**config.mk**
```make
export PLATFORM = sky130hd
export DESIGN_NAME = ps2_key_source
export DESIGN_NICKNAME = d
export VERILOG_FILES = /design/src/rtl/ps2_key_source.sv
export SDC_FILE = /design/constraint.sdc
export NUM_CORES = 1
export LEC_CHECK = 0
export BUFFER_PORTS_ARGS = -buffer_cell sky130_fd_sc_hd__buf_2
export CAP_MARGIN = 10
export CORE_ASPECT_RATIO = 0.7
export CORE_MARGIN = 3
export CORE_UTILIZATION = 55
export CTS_CLUSTER_SIZE = 25
export DETAILED_ROUTE_END_ITERATION = 12
export PLACE_DENSITY = 0.72
export SYNTH_ARGS = -nofsm -noshare
export SYNTH_HDL_FRONTEND = slang
export SYNTH_SLANG_ARGS = --single-unit
```
**constraint.sdc**
```tcl
create_clock -name clk -period 5 [get_ports clk]
set_clock_uncertainty 0.15 [all_clocks]
set_input_delay 0.75 -clock clk [delete_from_list [all_inputs] [get_ports clk]]
set_output_delay 0.75 -clock clk [all_outputs]
set_load 0.02 [all_outputs]
```
**src/rtl/ps2_key_source.sv**
```systemverilog
// PS/2 set-2 keyboard receiver: frames the serial bits, decodes make codes and
// queues them in a show-ahead FIFO that feeds the MMU key interface.
`timescale 1ns/1ps
module ps2_key_source #(
  parameter int FIFO_AW = 3,
  parameter int TIMEOUT = 50000
) (
  input  logic       clk,
  input  logic       rst,
  input  logic       ps2_clk,
  input  logic       ps2_data,
  input  logic       key_get,
  output logic       key_down,
  output logic [7:0] spec_key,
  output logic       overflow,
  output logic       frame_err
);

  localparam int DEPTH = 1 << FIFO_AW;
  localparam int TO_W  = $clog2(TIMEOUT) + 1;

  typedef enum logic {IDLE, SHIFT} state_t;

  // Synchroniser stage: pins are asynchronous and idle high
  logic clk_s0_q, clk_s1_q, clk_s2_q;
  logic dat_s0_q, dat_s1_q;
  logic key_get_q;

  always_ff @(posedge clk) begin
    if (rst) begin
      clk_s0_q  <= 1'b1;
      clk_s1_q  <= 1'b1;
      clk_s2_q  <= 1'b1;
      dat_s0_q  <= 1'b1;
      dat_s1_q  <= 1'b1;
      key_get_q <= 1'b0;
    end else begin
      clk_s0_q  <= ps2_clk;
      clk_s1_q  <= clk_s0_q;
      clk_s2_q  <= clk_s1_q;
      dat_s0_q  <= ps2_data;
      dat_s1_q  <= dat_s0_q;
      key_get_q <= key_get;
    end
  end

  logic fall;
  logic bit_in;
  assign fall   = clk_s2_q & ~clk_s1_q;
  assign bit_in = dat_s1_q;

  // Frame stage: start, 8 data bits LSB first, odd parity, stop
  state_t          state_q;
  logic [3:0]      cnt_q;
  logic [7:0]      shift_q;
  logic            par_q;
  logic [TO_W-1:0] to_q;
  logic            frame_err_q;
  logic            byte_valid;

  assign byte_valid = fall && (state_q == SHIFT) && (cnt_q == 4'd10) &&
                      bit_in && (^{shift_q, par_q});

  always_ff @(posedge clk) begin
    if (rst) begin
      state_q     <= IDLE;
      cnt_q       <= 4'd0;
      to_q        <= '0;
      frame_err_q <= 1'b0;
    end else begin
      frame_err_q <= 1'b0;
      case (state_q)
        IDLE: begin
          to_q <= '0;
          if (fall) begin
            if (!bit_in) begin
              state_q <= SHIFT;
              cnt_q   <= 4'd1;
            end else begin
              frame_err_q <= 1'b1;
            end
          end
        end
        SHIFT: begin
          if (fall) begin
            to_q <= '0;
            if (cnt_q <= 4'd8) begin
              shift_q <= {bit_in, shift_q[7:1]};
              cnt_q   <= cnt_q + 4'd1;
            end else if (cnt_q == 4'd9) begin
              par_q <= bit_in;
              cnt_q <= 4'd10;
            end else begin
              state_q <= IDLE;
              cnt_q   <= 4'd0;
              if (!(bit_in && (^{shift_q, par_q}))) frame_err_q <= 1'b1;
            end
          end else if (to_q == TO_W'(TIMEOUT - 1)) begin
            // Keyboard stalled mid-frame: drop the partial byte
            state_q     <= IDLE;
            cnt_q       <= 4'd0;
            to_q        <= '0;
            frame_err_q <= 1'b1;
          end else begin
            to_q <= to_q + TO_W'(1);
          end
        end
        default: state_q <= IDLE;
      endcase
    end
  end

  assign frame_err = frame_err_q;

  // Decode and queue stage
  logic               brk_q, ext_q;
  logic [FIFO_AW-1:0] wr_ptr_q, rd_ptr_q;
  logic [FIFO_AW:0]   count_q;
  logic               overflow_q;
  logic [7:0]         mem [DEPTH];

  logic is_f0, is_e0, push_req, pop, accept;
  assign is_f0    = (shift_q == 8'hF0);
  assign is_e0    = (shift_q == 8'hE0);
  assign push_req = byte_valid && !is_f0 && !is_e0 && !brk_q;
  assign pop      = key_get && !key_get_q && (count_q != '0);
  // A same-cycle pop frees the slot, so a full FIFO still accepts the push
  assign accept   = push_req && ((count_q != (FIFO_AW+1)'(DEPTH)) || pop);

  always_ff @(posedge clk) begin
    if (rst) begin
      brk_q      <= 1'b0;
      ext_q      <= 1'b0;
      wr_ptr_q   <= '0;
      rd_ptr_q   <= '0;
      count_q    <= '0;
      overflow_q <= 1'b0;
    end else begin
      if (byte_valid) begin
        if (is_f0) begin
          brk_q <= 1'b1;
        end else if (is_e0) begin
          ext_q <= 1'b1;
        end else begin
          brk_q <= 1'b0;
          ext_q <= 1'b0;
        end
      end
      if (accept) wr_ptr_q <= wr_ptr_q + FIFO_AW'(1);
      if (pop)    rd_ptr_q <= rd_ptr_q + FIFO_AW'(1);
      case ({accept, pop})
        2'b10:   count_q <= count_q + (FIFO_AW+1)'(1);
        2'b01:   count_q <= count_q - (FIFO_AW+1)'(1);
        default: count_q <= count_q;
      endcase
      if (push_req && !accept) overflow_q <= 1'b1;
    end
  end

  always_ff @(posedge clk) begin
    if (accept) mem[wr_ptr_q] <= shift_q;
  end

  assign key_down = (count_q != '0);
  assign spec_key = key_down ? mem[rd_ptr_q] : 8'h00;
  assign overflow = overflow_q;

endmodule

```
==> summary.txt <==
Clocking
  – Number of H-tree levels: 4
  – CTS tree: built
  – Source-to-sink clock delay at the later pin of the worst-skew pair: 0.41 ns
  – Number of clock sinks seen by CTS: 117
  – Clock-pin slew of the registers on the worst-case setup and hold paths: 0.05 ns
  – Quantity of gates resized following cts: 0
  – Clock Root Buffer: clkbuf_16
  – Maximum number of buffers from clock root to sink: 2
  – TritonCTS Buffers: 17
  – Hold buffer count at cts: 0
  – Post-CTS Repair Setup Buffers: 0

Hold path
  – Launch point of the worst hold path: dat_s0_q$_SDFF_PP1_
  – Type of the most critical hold path: flip-flop to flip-flop
  – Cell depth of the worst hold path: 1
  – Terminating pin of the worst hold path: bit_in$_SDFF_PP1_

Power and ir drop
  – Worst supply voltage drop on vdd: 0.283 mV
  – Cell leakage power: 1.90 nW
  – Share of power burned in registers: 0.467
  – Switching Share: 0.197
  – Switching power: 430 µW
  – Total power divided by cell area: 387 nW/µm²
  – Relative contribution of the clock network to total power: 0.526
  – Cell-internal power: 1.75 mW
  – Combinational power share: 0.007

Cells and area
  – Fraction of the core area covered by cells at the end of the flow: 0.659
  – Number of nets in the finished design: 395
  – Antenna diode count: 0
  – Post-layout instance count excluding filler cells: 513
  – Final std cell area, no fill: 5630 µm²
  – Area growth from synthesis to final layout: 15.5%
  – Layout cells sized above 1: 0.201

Setup path
  – Reg-to-reg startpoint: clk_s2_q$_SDFF_PP1_
  – Slowest cell on the critical path: nor3b_1
  – Worst Setup End Kind: flip-flop
  – Required time at the endpoint of the critical path: 4.87 ns
  – Arrival time of data at the critical path endpoint: 3.39 ns
  – FF-to-FF End: mem[0][7]$_DFFE_PP_
  – Largest stage delay on the critical path: 0.99 ns
  – Reg2Reg Depth: 5
  – Largest fanout of any net on the critical path: 8
  – R2R setup slack: 1.48 ns
  – Startpoint Class: flip-flop
  – Critical Path, Cell by Cell: nor2b_1, nand4_2, or4_1, nor4_1, nor3b_1
  – Startpoint-to-endpoint class of the critical path: flip-flop to flip-flop

Placed design
  – Buffers added on ports: 15
  – Post-Place Cell Area: 5070 µm²
  – Placed cells: 481
  – Pre-CTS setup slack: 1.44 ns
  – Routability congestion estimate from global placement: 0.822
  – Placed wire-length estimate: 5840 µm

GRT
  – Antenna violations before repair: 0
  – Largest net degree at the start of global routing: 30
  – Vias in the first global route: 2815
  – Total global routing track utilization: 0.200
  – Wire length of the first global-routing pass: 14900 µm
  – Total global routing overflow: 0

STA
  – Final critical path time including I/O delays and setup: 3.52 ns
  – Total Neg Setup Slack: 0 ns
  – Post-layout worst setup margin: 1.48 ns
  – Slew HR: 0.219
  – Top achievable clock speed: 284 MHz
  – Number of endpoints failing setup at the final stage: 0
  – RSZ-0062 raised after global routing: no
  – Transition time at the pin with the least slew margin: 1.17 ns
  – Hold Fails Final Rpt: 0
  – Final Slew Violations: 0
  – Post-route fraction of the period consumed by the critical path: 0.704

Yosys
  – Cell taking the most area after synthesis: edfxtp_1
  – Most area-consuming cells after synthesis: edfxtp_1, dfxtp_1, mux4_2
  – Share of the synthesized area in the top cell type: 0.450
  – Synthesized netlist cell count: 359
  – Synthesized net count: 374
  – Number of flip-flops and latches in the synthesized netlist: 117
  – Synth Warn #: 0
  – Post-Synthesis Cell Area: 4880 µm²
  – Fraction of registers with async set or reset after synthesis: 0
  – Sequential element share of the synthesized area: 0.630
  – Count of flip-flops with a built-in enable after synthesis: 73
  – Synth cell types: 49
  – Top FF cell, synth: edfxtp_1
  – Average cell area after synthesis: 13.6 µm²

Drt
  – Wire length reported by the detailed router: 8910 µm
  – Detailed router's first-iteration violation count: 247
  – Number of vias per cell: 5.46
  – Post-route DRC: 0
  – Post-route antenna net violation count: 0
  – Via count: 2801
  – Initial DRT Pass Iterations: 4
  – WL/cell: 17.4 µm

Floorplanning
  – Core ar.: 8550 µm²
  – Initial Util: 0.570
  – Die X-Extent: 119 µm
  – Height of the chip: 84.8 µm
  – IO Pins: 16
  – Die footprint: 10000 µm²
  – Row count: 28

Status
  – Result of the run: finished clean

Flow run
  – # Max-Cap Violations: 0
[placed cells by master, fill, tap and decap left out, types with 2 or more instances in the layout]
cell type	Yosys	final
a211oi_1	3	3
a21o_1	2	2
a21oi_1	12	12
a31oi_1	3	3
and3_1	5	5
and3b_1	2	2
buf_2	2	15
buf_4	0	3
bufinv_16	0	2
clkbuf_1	10	2
clkbuf_16	0	17
clkinv_2	0	4
clkinv_4	0	2
clkinvlp_4	0	3
dfxtp_1	44	44
edfxtp_1	73	73
ha_1	9	9
inv_1	13	13
mux2i_1	9	9
mux4_2	16	16
nand2_1	11	11
nand2b_1	2	2
nand3_1	8	8
nand4_1	5	5
nor2_1	43	43
nor2b_1	4	4
nor3_1	11	11
nor3b_1	3	3
nor4_1	5	4
o21ai_0	6	6
or2_2	5	5
or3_1	2	2
or4_1	3	3
or4_4	2	2
xnor2_1	16	16
xor2_1	8	8
[cell type report]
type	instances	area, µm²
multi-input combinational	213	1700
clock inverter	13	133
fill	620	2920
sequential	117	3070
clock buffer	19	433
tap	120	150
inverter	13	48.8
timing repair buffer	18	97.6
[layer usage]
metal  vias to the layer above  share of wire  wire, µm  global-route usage
met3                        17          0.062       553              0.0633
met2                        80           0.42      3780               0.278
met1                      1333           0.49      4410               0.291
li1                       1371              -         -                   -
met4                         0          0.019       172              0.0883
met5                         -              0         0                   0
[how the worst max path moves through the flow]
stage,start,endpoint,slack (ns),cells after the start
3_5_place_dp,key_get,mem[0][5]$_DFFE_PP_,1.44,6
2_1_floorplan,shift_q[2]$_DFFE_PP_,count_q[3]$_SDFFE_PP0P_,1.82,10
3_3_place_gp,key_get,mem[0][7]$_DFFE_PP_,1.55,6
6_report,clk_s2_q$_SDFF_PP1_,mem[0][7]$_DFFE_PP_,1.48,5
5_1_grt,clk_s2_q$_SDFF_PP1_,mem[0][7]$_DFFE_PP_,1.13,5
4_1_cts,clk_s2_q$_SDFF_PP1_,mem[0][7]$_DFFE_PP_,1.42,5
[synthesized netlist by cell type (2+ instances only)]
library cell  instances
nand2_1              11
buf_2                 2
or4_1                 3
nor2b_1               4
or4_4                 2
mux2i_1               9
a21oi_1              12
nand3_1               8
clkbuf_1             10
mux4_2               16
buf_1                 4
nor3_1               11
dfxtp_1              44
nand4_1               5
a211oi_1              3
xnor2_1              16
ha_1                  9
edfxtp_1             73
inv_1                13
or2_2                 5
nor4_1                5
o21ai_0               6
and3b_1               2
or3_1                 2
and3_1                5
xor2_1                8
nor3b_1               3
a21o_1                2
nand2b_1              2
a31oi_1               3
nor2_1               43
[logic make-up (layout without fill, tap and decap cells)]
| kind of cell | after synthesis | after routing | share of synthesized area |
|---|---|---|---|
| buf+inv | 29 | 63 | 0.0228 |
| compound gates | 32 | 32 | 0.0436 |
| flops | 117 | 117 | 0.630 |
| xor+xnor | 26 | 26 | 0.0513 |
| mux | 26 | 26 | 0.0947 |
| fa+ha+maj | 10 | 10 | 0.0272 |
| simple gates | 119 | 119 | 0.130 |
[per-stage QoR]
| stage | hold slack (ns) | power (mW) |
|---|---|---|
| floorplan | 0.239 | 1.05 |
| global placement | 0.243 | 1.05 |
| detailed placement | 0.244 | 1.05 |
| CTS | 0.256 | 2.20 |
| global route | 0.265 | 2.25 |
| finish | 0.255 | 2.18 |
[state kept, by name, summed over array words and instances (netlist names), 3 cells and up, named ones only]
signal    flops
count_q       4
wr_ptr_q      3
mem          64
cnt_q         4
rd_ptr_q      3
shift_q       8
to_q         17
[worst max-delay path: cells and delay by family, from the launching register on]
kind	cells	cell delay, ns
DFF	1	0.32
and+or+nand+nor	5	2.66
[power groups by stage]
stage | Combinational, mW | Sequential [mW] | Clock [mW]
floorplan | 0.0111 | 1.04 | 0
global placement | 0.0146 | 1.04 | 0
detailed placement | 0.0150 | 1.04 | 0
CTS | 0.0151 | 1.02 | 1.16
global route | 0.0168 | 1.02 | 1.21
finish | 0.0150 | 1.02 | 1.15
Note: power is estimated with default switching activity, not from simulation.
